**config.mk**
```make
export PLATFORM = sky130hd
export DESIGN_NAME = serial_adder_seq
export DESIGN_NICKNAME = d
export VERILOG_FILES = /design/src/rtl/serial_adder_seq_pkg.sv /design/src/rtl/full_adder_cell.sv /design/src/rtl/half_adder.sv /design/src/rtl/serial_adder_seq.sv
export SDC_FILE = /design/constraint.sdc
export NUM_CORES = 1
export LEC_CHECK = 0
export CORE_UTILIZATION = 40
export DETAILED_ROUTE_END_ITERATION = 16
export DONT_BUFFER_PORTS = 1
export GPL_ROUTABILITY_DRIVEN = 1
export GPL_TIMING_DRIVEN = 0
export SYNTH_ARGS = -nofsm -noshare
export SYNTH_HDL_FRONTEND = slang
export SYNTH_SLANG_ARGS = --single-unit
```
**constraint.sdc**
```tcl
create_clock -name clk -period 1.35 [get_ports clk]
set_input_delay 0.27 -clock clk [delete_from_list [all_inputs] [get_ports clk]]
set_output_delay 0.27 -clock clk [all_outputs]
set_load 0.05 [all_outputs]
```
**src/rtl/serial_adder_seq_pkg.sv**
```systemverilog
`default_nettype none
// ============================================================================
// Module      : serial_adder_seq_pkg
// Description : Shared definitions for the bit-serial adder: FSM state
//               encodings and the legal operand-width range with its check.
// Ports       : none (package)
// Revision    : 1.0 - initial release
// ============================================================================
package serial_adder_seq_pkg;

    // FSM encodings; 2'd3 is unused and recovers to IDLE.
    localparam logic [1:0] ST_IDLE = 2'd0;
    localparam logic [1:0] ST_RUN  = 2'd1;
    localparam logic [1:0] ST_DONE = 2'd2;

    localparam int c_width_min = 2;
    localparam int c_width_max = 32;

    function automatic bit width_legal(input int w);
        return (w >= c_width_min) && (w <= c_width_max);
    endfunction

endpackage
`default_nettype wire

```
**src/rtl/full_adder_cell.sv**
```systemverilog
`default_nettype none
// ============================================================================
// Module      : full_adder_cell
// Description : Combinational one-bit full adder composed of two half adders
//               and an OR on their carries.
// Ports       : i_a, i_b    - operand bits
//               i_cin       - carry in
//               o_sum       - sum bit
//               o_cout      - carry out (majority of the three inputs)
// Revision    : 1.0 - initial release
// ============================================================================
module full_adder_cell (
    input  logic i_a,
    input  logic i_b,
    input  logic i_cin,
    output logic o_sum,
    output logic o_cout
);

    logic w_sum0;
    logic w_carry0;
    logic w_carry1;

    half_adder u_ha0 (
        .i_a     (i_a),
        .i_b     (i_b),
        .o_sum   (w_sum0),
        .o_carry (w_carry0)
    );

    half_adder u_ha1 (
        .i_a     (w_sum0),
        .i_b     (i_cin),
        .o_sum   (o_sum),
        .o_carry (w_carry1)
    );

    // The two half-adder carries can never both be set, so OR is exact.
    assign o_cout = w_carry0 | w_carry1;

endmodule
`default_nettype wire

```
**src/rtl/half_adder.sv**
```systemverilog
`default_nettype none
// ============================================================================
// Module      : half_adder
// Description : One-bit half adder (sum = a ^ b, carry = a & b).
// Ports       : i_a, i_b    - addend bits
//               o_sum       - sum bit
//               o_carry     - carry bit
// Revision    : 1.0 - initial release
// ============================================================================
module half_adder (
    input  logic i_a,
    input  logic i_b,
    output logic o_sum,
    output logic o_carry
);

    assign o_sum   = i_a ^ i_b;
    assign o_carry = i_a & i_b;

endmodule
`default_nettype wire

```
**src/rtl/serial_adder_seq.sv**
```systemverilog
`default_nettype none
// ============================================================================
// Module      : serial_adder_seq
// Description : Bit-serial WIDTH-bit unsigned adder. Operands are captured on
//               an accepted start and added one bit per clock, LSB first,
//               through a single full-adder slice with a registered carry.
// Ports       : clk    - rising-edge clock
//               rst    - synchronous active-high reset
//               start  - request pulse, honoured in IDLE or DONE
//               A, B   - operands, captured on an accepted start
//               busy   - high while bits are being processed
//               done   - one-cycle pulse when S/C carry a new result
//               S, C   - sum and carry-out of the last completed operation
// Revision    : 1.0 - initial release
// ============================================================================
module serial_adder_seq
    import serial_adder_seq_pkg::*;
#(
    parameter int WIDTH = 8
) (
    input  logic             clk,
    input  logic             rst,
    input  logic             start,
    input  logic [WIDTH-1:0] A,
    input  logic [WIDTH-1:0] B,
    output logic             busy,
    output logic             done,
    output logic [WIDTH-1:0] S,
    output logic             C
);

    localparam int CNT_W = $clog2(WIDTH + 1);

    if (!width_legal(WIDTH)) begin : g_width_check
        $error("serial_adder_seq: WIDTH=%0d outside %0d..%0d",
               WIDTH, c_width_min, c_width_max);
    end

    logic [1:0]       r_state;
    logic [WIDTH-1:0] r_sh_a;
    logic [WIDTH-1:0] r_sh_b;
    logic [WIDTH-1:0] r_res;
    logic             r_carry;
    logic [CNT_W-1:0] r_cnt;
    logic [WIDTH-1:0] r_s;
    logic             r_c;

    logic             w_sum_bit;
    logic             w_cout;
    logic [WIDTH-1:0] w_res_next;
    logic             w_last;

    full_adder_cell u_fa (
        .i_a    (r_sh_a[0]),
        .i_b    (r_sh_b[0]),
        .i_cin  (r_carry),
        .o_sum  (w_sum_bit),
        .o_cout (w_cout)
    );

    // New sum bits enter at the MSB so that after WIDTH shifts bit 0 of the
    // result lines up with bit 0 of the operands.
    assign w_res_next = {w_sum_bit, r_res[WIDTH-1:1]};
    assign w_last     = (r_cnt == CNT_W'(WIDTH - 1));

    always_ff @(posedge clk) begin
        if (rst) begin
            r_state <= ST_IDLE;
            r_sh_a  <= '0;
            r_sh_b  <= '0;
            r_res   <= '0;
            r_carry <= 1'b0;
            r_cnt   <= '0;
            r_s     <= '0;
            r_c     <= 1'b0;
        end else begin
            case (r_state)
                ST_IDLE, ST_DONE: begin
                    // DONE accepts start exactly like IDLE, allowing
                    // back-to-back operations.
                    if (start) begin
                        r_state <= ST_RUN;
                        r_sh_a  <= A;
                        r_sh_b  <= B;
                        r_res   <= '0;
                        r_carry <= 1'b0;
                        r_cnt   <= '0;
                    end else begin
                        r_state <= ST_IDLE;
                    end
                end
                ST_RUN: begin
                    r_sh_a  <= {1'b0, r_sh_a[WIDTH-1:1]};
                    r_sh_b  <= {1'b0, r_sh_b[WIDTH-1:1]};
                    r_res   <= w_res_next;
                    r_carry <= w_cout;
                    r_cnt   <= r_cnt + CNT_W'(1);
                    if (w_last) begin
                        r_state <= ST_DONE;
                        r_s     <= w_res_next;
                        r_c     <= w_cout;
                    end
                end
                default: r_state <= ST_IDLE;
            endcase
        end
    end

    assign busy = (r_state == ST_RUN);
    assign done = (r_state == ST_DONE);
    assign S    = r_s;
    assign C    = r_c;

endmodule
`default_nettype wire

```
### Word-level counts from Yosys, hierarchy flattened

Index checks and enable logic that the tools add are counted.

* bits of input ports: 19
* output and inout bits: 11
* register bits: 40

* equality and inequality tests: 5
* mux-type cells: 13
* reduce and logical (&&, ||, !) cells: 5
* $add $sub $neg: 1
* bitwise operators: 5

Operator list (number)
* 8-bit one-hot mux with 2 select lines: 3
* 8-bit two-way mux: 3
* 4-bit one-hot mux with 2 select lines: 1
* 4-bit by 1-bit adder with 4-bit output, second input constant: 1
* 4-bit by 3-bit == test with 1-bit output, second input constant: 1
* 4-bit two-way mux: 1
* 2-bit one-hot mux with 2 select lines: 1
* 2-bit AND reduction: 2
* 1-bit AND: 2
* 2-bit by 1-bit == test with 1-bit output, second input constant: 1
* 2-bit == test, second input constant: 1
* 2-bit zero test: 1
* 1-bit two-way mux: 2
* 2-bit two-way mux: 1
* 2-bit by 1-bit inequality test with 1-bit output, second input constant: 1
* 2-bit inequality test, second input constant: 1
* 1-bit one-hot mux with 2 select lines: 1
* 2-bit nonzero test: 1
* 2-bit OR reduction: 1
* 1-bit XOR: 2
* 1-bit bitwise OR: 1

### Longest topological paths before layout

* depth in word-level cells: 4
* gate-level depth with buffers: 5
* gate-level depth less buffers: 4

### Modules after synthesis

From an unflattened synthesis, not the netlist that was laid out.

* cell total of the unflattened synthesis: 180
* area total of the unflattened synthesis: 1672.9 µm²

By module, submodules not included
* serial_adder_seq: cells each 177, sequential area each 780.7 µm², area an instance 1641.6 µm², times used 1
* half_adder: cells each 1, sequential area each 0.0 µm², area an instance 12.5 µm², times used 2
* full_adder_cell: cells each 1, sequential area each 0.0 µm², area an instance 6.3 µm², times used 1

### Worst setup path before layout

Ideal clock, no wire load.

* path type: reg-to-reg
* start point: register r_cnt[0]
* end point: register r_c (netlist: C)
* arrival: 1.145 ns
* stages on the path, launching flop included: 5
* setup time: 0.072 ns
* setup slack: 0.134 ns
* cell sequence: dfxtp_1 -> ha_1 -> nand3b_1 -> nor2_8 -> mux2i_1

* word-level cells in the longest chain between the ends: 2

Ends and longest elaborated chain
* start: declaration: line serial_adder_seq.sv:44 `logic [CNT_W-1:0] r_cnt;`
* start signal: assignment: line serial_adder_seq.sv:97 `r_cnt <= r_cnt + CNT_W'(1);`
* 4-bit by 3-bit == test with 1-bit output: line serial_adder_seq.sv:64 `assign w_last = (r_cnt == CNT_W'(WIDTH - 1));`
* 2-bit AND reduction (no line)
* end signal: assignment: line serial_adder_seq.sv:101 `r_c <= w_cout;`
* end: declaration: line serial_adder_seq.sv:46 `logic r_c;`

No other way between the ends.
A chain may end at the register's enable or synchronous reset.

### Worst setup path in the final report

* start point: register r_state[1]
* end point: output port busy

* word-level cells in the longest chain between the ends: 1

Ends and longest elaborated chain
* start: declaration: line serial_adder_seq.sv:39 `logic [1:0] r_state;`
* start signal: assignment: line serial_adder_seq.sv:68 `r_state <= ST_IDLE;`
* start signal: assignment: line serial_adder_seq.sv:82 `r_state <= ST_RUN;`
* start signal: assignment: line serial_adder_seq.sv:89 `r_state <= ST_IDLE;`
* 2-bit by 1-bit == test with 1-bit output: line serial_adder_seq.sv:109 `assign busy = (r_state == ST_RUN);`
* end: declaration: line serial_adder_seq.sv:26 `output logic busy,`

No other way between the ends.

==> metrics.log <==
[metrics] crit end category: output pin
[metrics] commonest non-fill, non-tap cell in the layout: sky130_fd_sc_hd__dfxtp_1
[metrics] initial antenna violation count: 0
[metrics] post-route minimum period: 1300 ps
[metrics] number of design-rule violations left by the first detailed-router iteration: between 50 and 60
[metrics] required time of the critical path: 1080 ps
[metrics] register-to-register setup slack: roughly 70 ps
[metrics] Std-Cell Core Area: between 4000 and 5000 µm²
[metrics] Vert. Die Dim: 66.8 µm
[metrics] net count after synthesis: 199
[metrics] depth of the worst register-to-register path: 5
[metrics] post-route standard cell area excluding fillers: 1910 µm²
[metrics] total track usage: 17.6%
[metrics] worst ir drop on vdd: just under 800 µV
[metrics] hold wc startpoint: B[7]
[metrics] synthesis-to-finish area growth: 13.5%
[metrics] #FFs+latches synth: 39
[metrics] clk_skew: 3.60 ps
[metrics] Leak: 0.666 nW
[metrics] total of endpoints with negative setup slack in the final report: 0
[metrics] Yosys warning total: 0
[metrics] cell area power density: ~1200 nW/µm²
[metrics] Maximum Capacitance Violations: 0
[metrics] Antenna Cells: 0
[metrics] worst-case hold path end point: r_sh_b[7]
[metrics] maximum level of the CTS H-tree: 2
[metrics] cell area after placement: ~1700 µm²
[metrics] result of the run: finished clean
[metrics] startpoint-to-endpoint class of the critical path: reg2out
[metrics] post-route core utilization: 47.3%
[metrics] startpoint of the worst register-to-register path: r_cnt[0]
[metrics] Worst Max-Slew Pin Slew: 521 ps
[metrics] clock insertion delay at the later pin of the skew report: 290 ps
[metrics] Tcrit/Tclk final: between 90 and 100%
[metrics] share of post-route cells with drive strength above 1: approximately 17%
[metrics] number of antenna-violating nets in the routed design: 0
[metrics] count of unique library cells instantiated by Yosys: 25
[metrics] class of the tightest hold or removal check: in2reg
[metrics] TritonCTS clock tree: done
[metrics] Setup WS pre-CTS: -23.2 ps
[metrics] final weighted congestion in routability-driven placement: 0.730
[metrics] Final Total Pwr: about 2.2 mW
[metrics] worst path arrival time: ~1000 ps
[metrics] Detailed Routing Iterations Pass 1: 5
[metrics] total via count after detailed routing: between 1000 and 1500
[metrics] total of hold buffers inserted after clock tree synthesis: 0
[metrics] Final Hold Vio Count: 0
[metrics] CTS root buf: sky130_fd_sc_hd__clkbuf_8
[metrics] portion of the post-synthesis area used by sequential elements: 46.5%
[metrics] commonest cells after routing, fill and taps aside: 36 x sky130_fd_sc_hd__dfxtp_1, 28 x sky130_fd_sc_hd__a21oi_1, 26 x sky130_fd_sc_hd__nand3_1
[metrics] top post-synthesis cells by area: sky130_fd_sc_hd__dfxtp_1 46%, sky130_fd_sc_hd__a21oi_1 8.3%, sky130_fd_sc_hd__nand3_1 7.7%
[metrics] starting density of the core: 41.7%
[metrics] FMAX: 0.768 GHz
[metrics] HPWL after DPL: 2470 µm
[metrics] instance count of the mapped netlist: 178
[metrics] worst-case setup margin in the final layout: 48.5 ps
[metrics] Critical-path top delay cell: sky130_fd_sc_hd__dfxtp_1
[metrics] number of sinks handled by clock tree synthesis: 39
[metrics] Max FO, Critical Path: 11
[metrics] max-slew violation total from the final report: 0
[metrics] Cell Area, Synth: 1680 µm²
[metrics] routed wire length: 3640 µm
[metrics] IO Port Bufs: 0
[metrics] clock transition time at the flip-flop clock pins of the worst setup and hold paths: 70 ps
[metrics] number of global-route vias before repair: roughly 1200
[metrics] average routed wire per standard cell: 15.2 µm
[metrics] Remaining DRCs: 0
[metrics] largest net degree at the start of global routing: 12
[metrics] Critical R2R Capture: S[0]
[metrics] biggest cell delay along the critical path: 310 ps
[metrics] global-route wire length before repair: 5780 µm
[metrics] critical path startpoint category: register
[metrics] number of standard-cell rows in the floorplan: 23
[metrics] DIE WIDTH: approximately 67 µm
[metrics] buffer and inverter count on the worst path: 2
[metrics] Syn Area/Cell: 9.43 µm²
[metrics] top cell type by total area after synthesis: sky130_fd_sc_hd__dfxtp_1
[metrics] worst hold path cell count: 2
[metrics] number of nets in the finished design: 210
[metrics] area fraction of the dominant cell type after synthesis: 46.5%
[metrics] kind of cell adding the most delay to the critical path: flip-flops
[metrics] CTS Buf Count: 5
[metrics] Max Root-Sink Buffers: 2
[metrics] Via density: ~5.5
[metrics] worst slew slack as a fraction of its limit: between 60% and 70%
[metrics] sequence of cells on the critical path: nand2b_4 -> inv_8 -> buf_12
[metrics] overall overflow remaining after global route: 0
[metrics] IO Pins: 30
[metrics] area enclosed by the die boundary: 4460 µm²
per-stage QoR:
step / hold WS, ps / instances / setup TNS, ps
floorplan: 406 / 178 / 0
CTS: 115 / 239 / 0
finish: 119 / 240 / 0
global route: 115 / 240 / -27.9
detailed placement: 422 / 228 / -62.3
global placement: 414 / 228 / 0
worst max path at each step:
stage,start,end,slack (ps),cells past startpoint
after floorplan,r_cnt[0],C,130,4
after global placement,r_cnt[0],S[3],2,4
after detailed placement,r_cnt[0],S[6],-20,4
after CTS,r_state[0],busy,2,3
after global routing,r_cnt[0],S[6],-10,5
final,r_state[1],busy,50,3
routing by layer:
metal	vias to the layer above	part of all wire, %	GRT usage [%]
met5	-	0	0
met4	0	1.3	6.38
li1	649	-	-
met1	634	43	20.7
met3	4	5.7	4.97
met2	38	50	29.9
synthesized netlist by cell type:
cell                       instances
sky130_fd_sc_hd__nand3b_1          1
sky130_fd_sc_hd__clkbuf_1          4
sky130_fd_sc_hd__ha_1              1
sky130_fd_sc_hd__nand3_1          26
sky130_fd_sc_hd__clkinv_2          1
sky130_fd_sc_hd__a22oi_1          14
sky130_fd_sc_hd__dfxtp_1          39
sky130_fd_sc_hd__nand4_2           1
sky130_fd_sc_hd__nand2b_2          1
sky130_fd_sc_hd__nor2b_1           1
sky130_fd_sc_hd__buf_4             6
sky130_fd_sc_hd__nor2_1            2
sky130_fd_sc_hd__nor3b_1           1
sky130_fd_sc_hd__mux2i_1           9
sky130_fd_sc_hd__a21oi_1          28
sky130_fd_sc_hd__and2b_1           1
sky130_fd_sc_hd__buf_6             3
sky130_fd_sc_hd__nand2b_1         20
sky130_fd_sc_hd__mux2_4            2
sky130_fd_sc_hd__buf_2             2
sky130_fd_sc_hd__nor2_8            1
sky130_fd_sc_hd__fa_1              1
sky130_fd_sc_hd__nor3_1            1
sky130_fd_sc_hd__nand2_1          11
sky130_fd_sc_hd__a211oi_2          1
power by group:
group	internal, mW	total, mW	switching (mW)
Combinational	0.115	0.272	0.157
Sequential	1.19	1.22	0.0283
Clock	0.363	0.749	0.387
worst register-to-register path, delay by kind of cell (launching register included):
family	cells	cell delay, ps
AND/OR/NAND/NOR	2	260
adder cells (fa/ha/maj)	1	200
multiplexers	1	200
flip-flops	1	360
buffers and inverters	1	180
registers in the layout, indices dropped and copies added, names as in the netlist:
| register | cells |
|---|---|
| r_carry | 1 |
| r_state | 2 |
| r_cnt | 4 |
| r_sh_a | 8 |
| r_sh_b | 8 |
| S | 8 |
| C | 1 |
| r_res | 7 |
final cells by class:
class,instances,area [µm²]
fill,404,2120
multi-input combinational,124,810
sequential,39,785
buffer,15,116
clock buffer,7,76.3
tap,50,62.6
timing repair buffer,3,40.0
inverter,1,11.3
clock inverter,1,5.00
repair_timing:
action                     4_1_cts  5_1_grt
gates resized for setup          6        5
setup endpoints to repair       11       10
cloned                           1        1
pin swaps                        1        2
setup buffers                    2        0
cell families (layout without fill, tap and decap cells):
family	Yosys count	in the layout	synth area share, %
buffers and inverters	16	27	6.48
AND/OR/NAND/NOR	67	68	22.6
adder cells (fa/ha/maj)	2	2	1.94
flip-flops	39	39	46.5
multiplexers	11	11	7.15
AO/OA/AOI/OAI	43	43	15.3
Power figures use the tool's default switching activity.
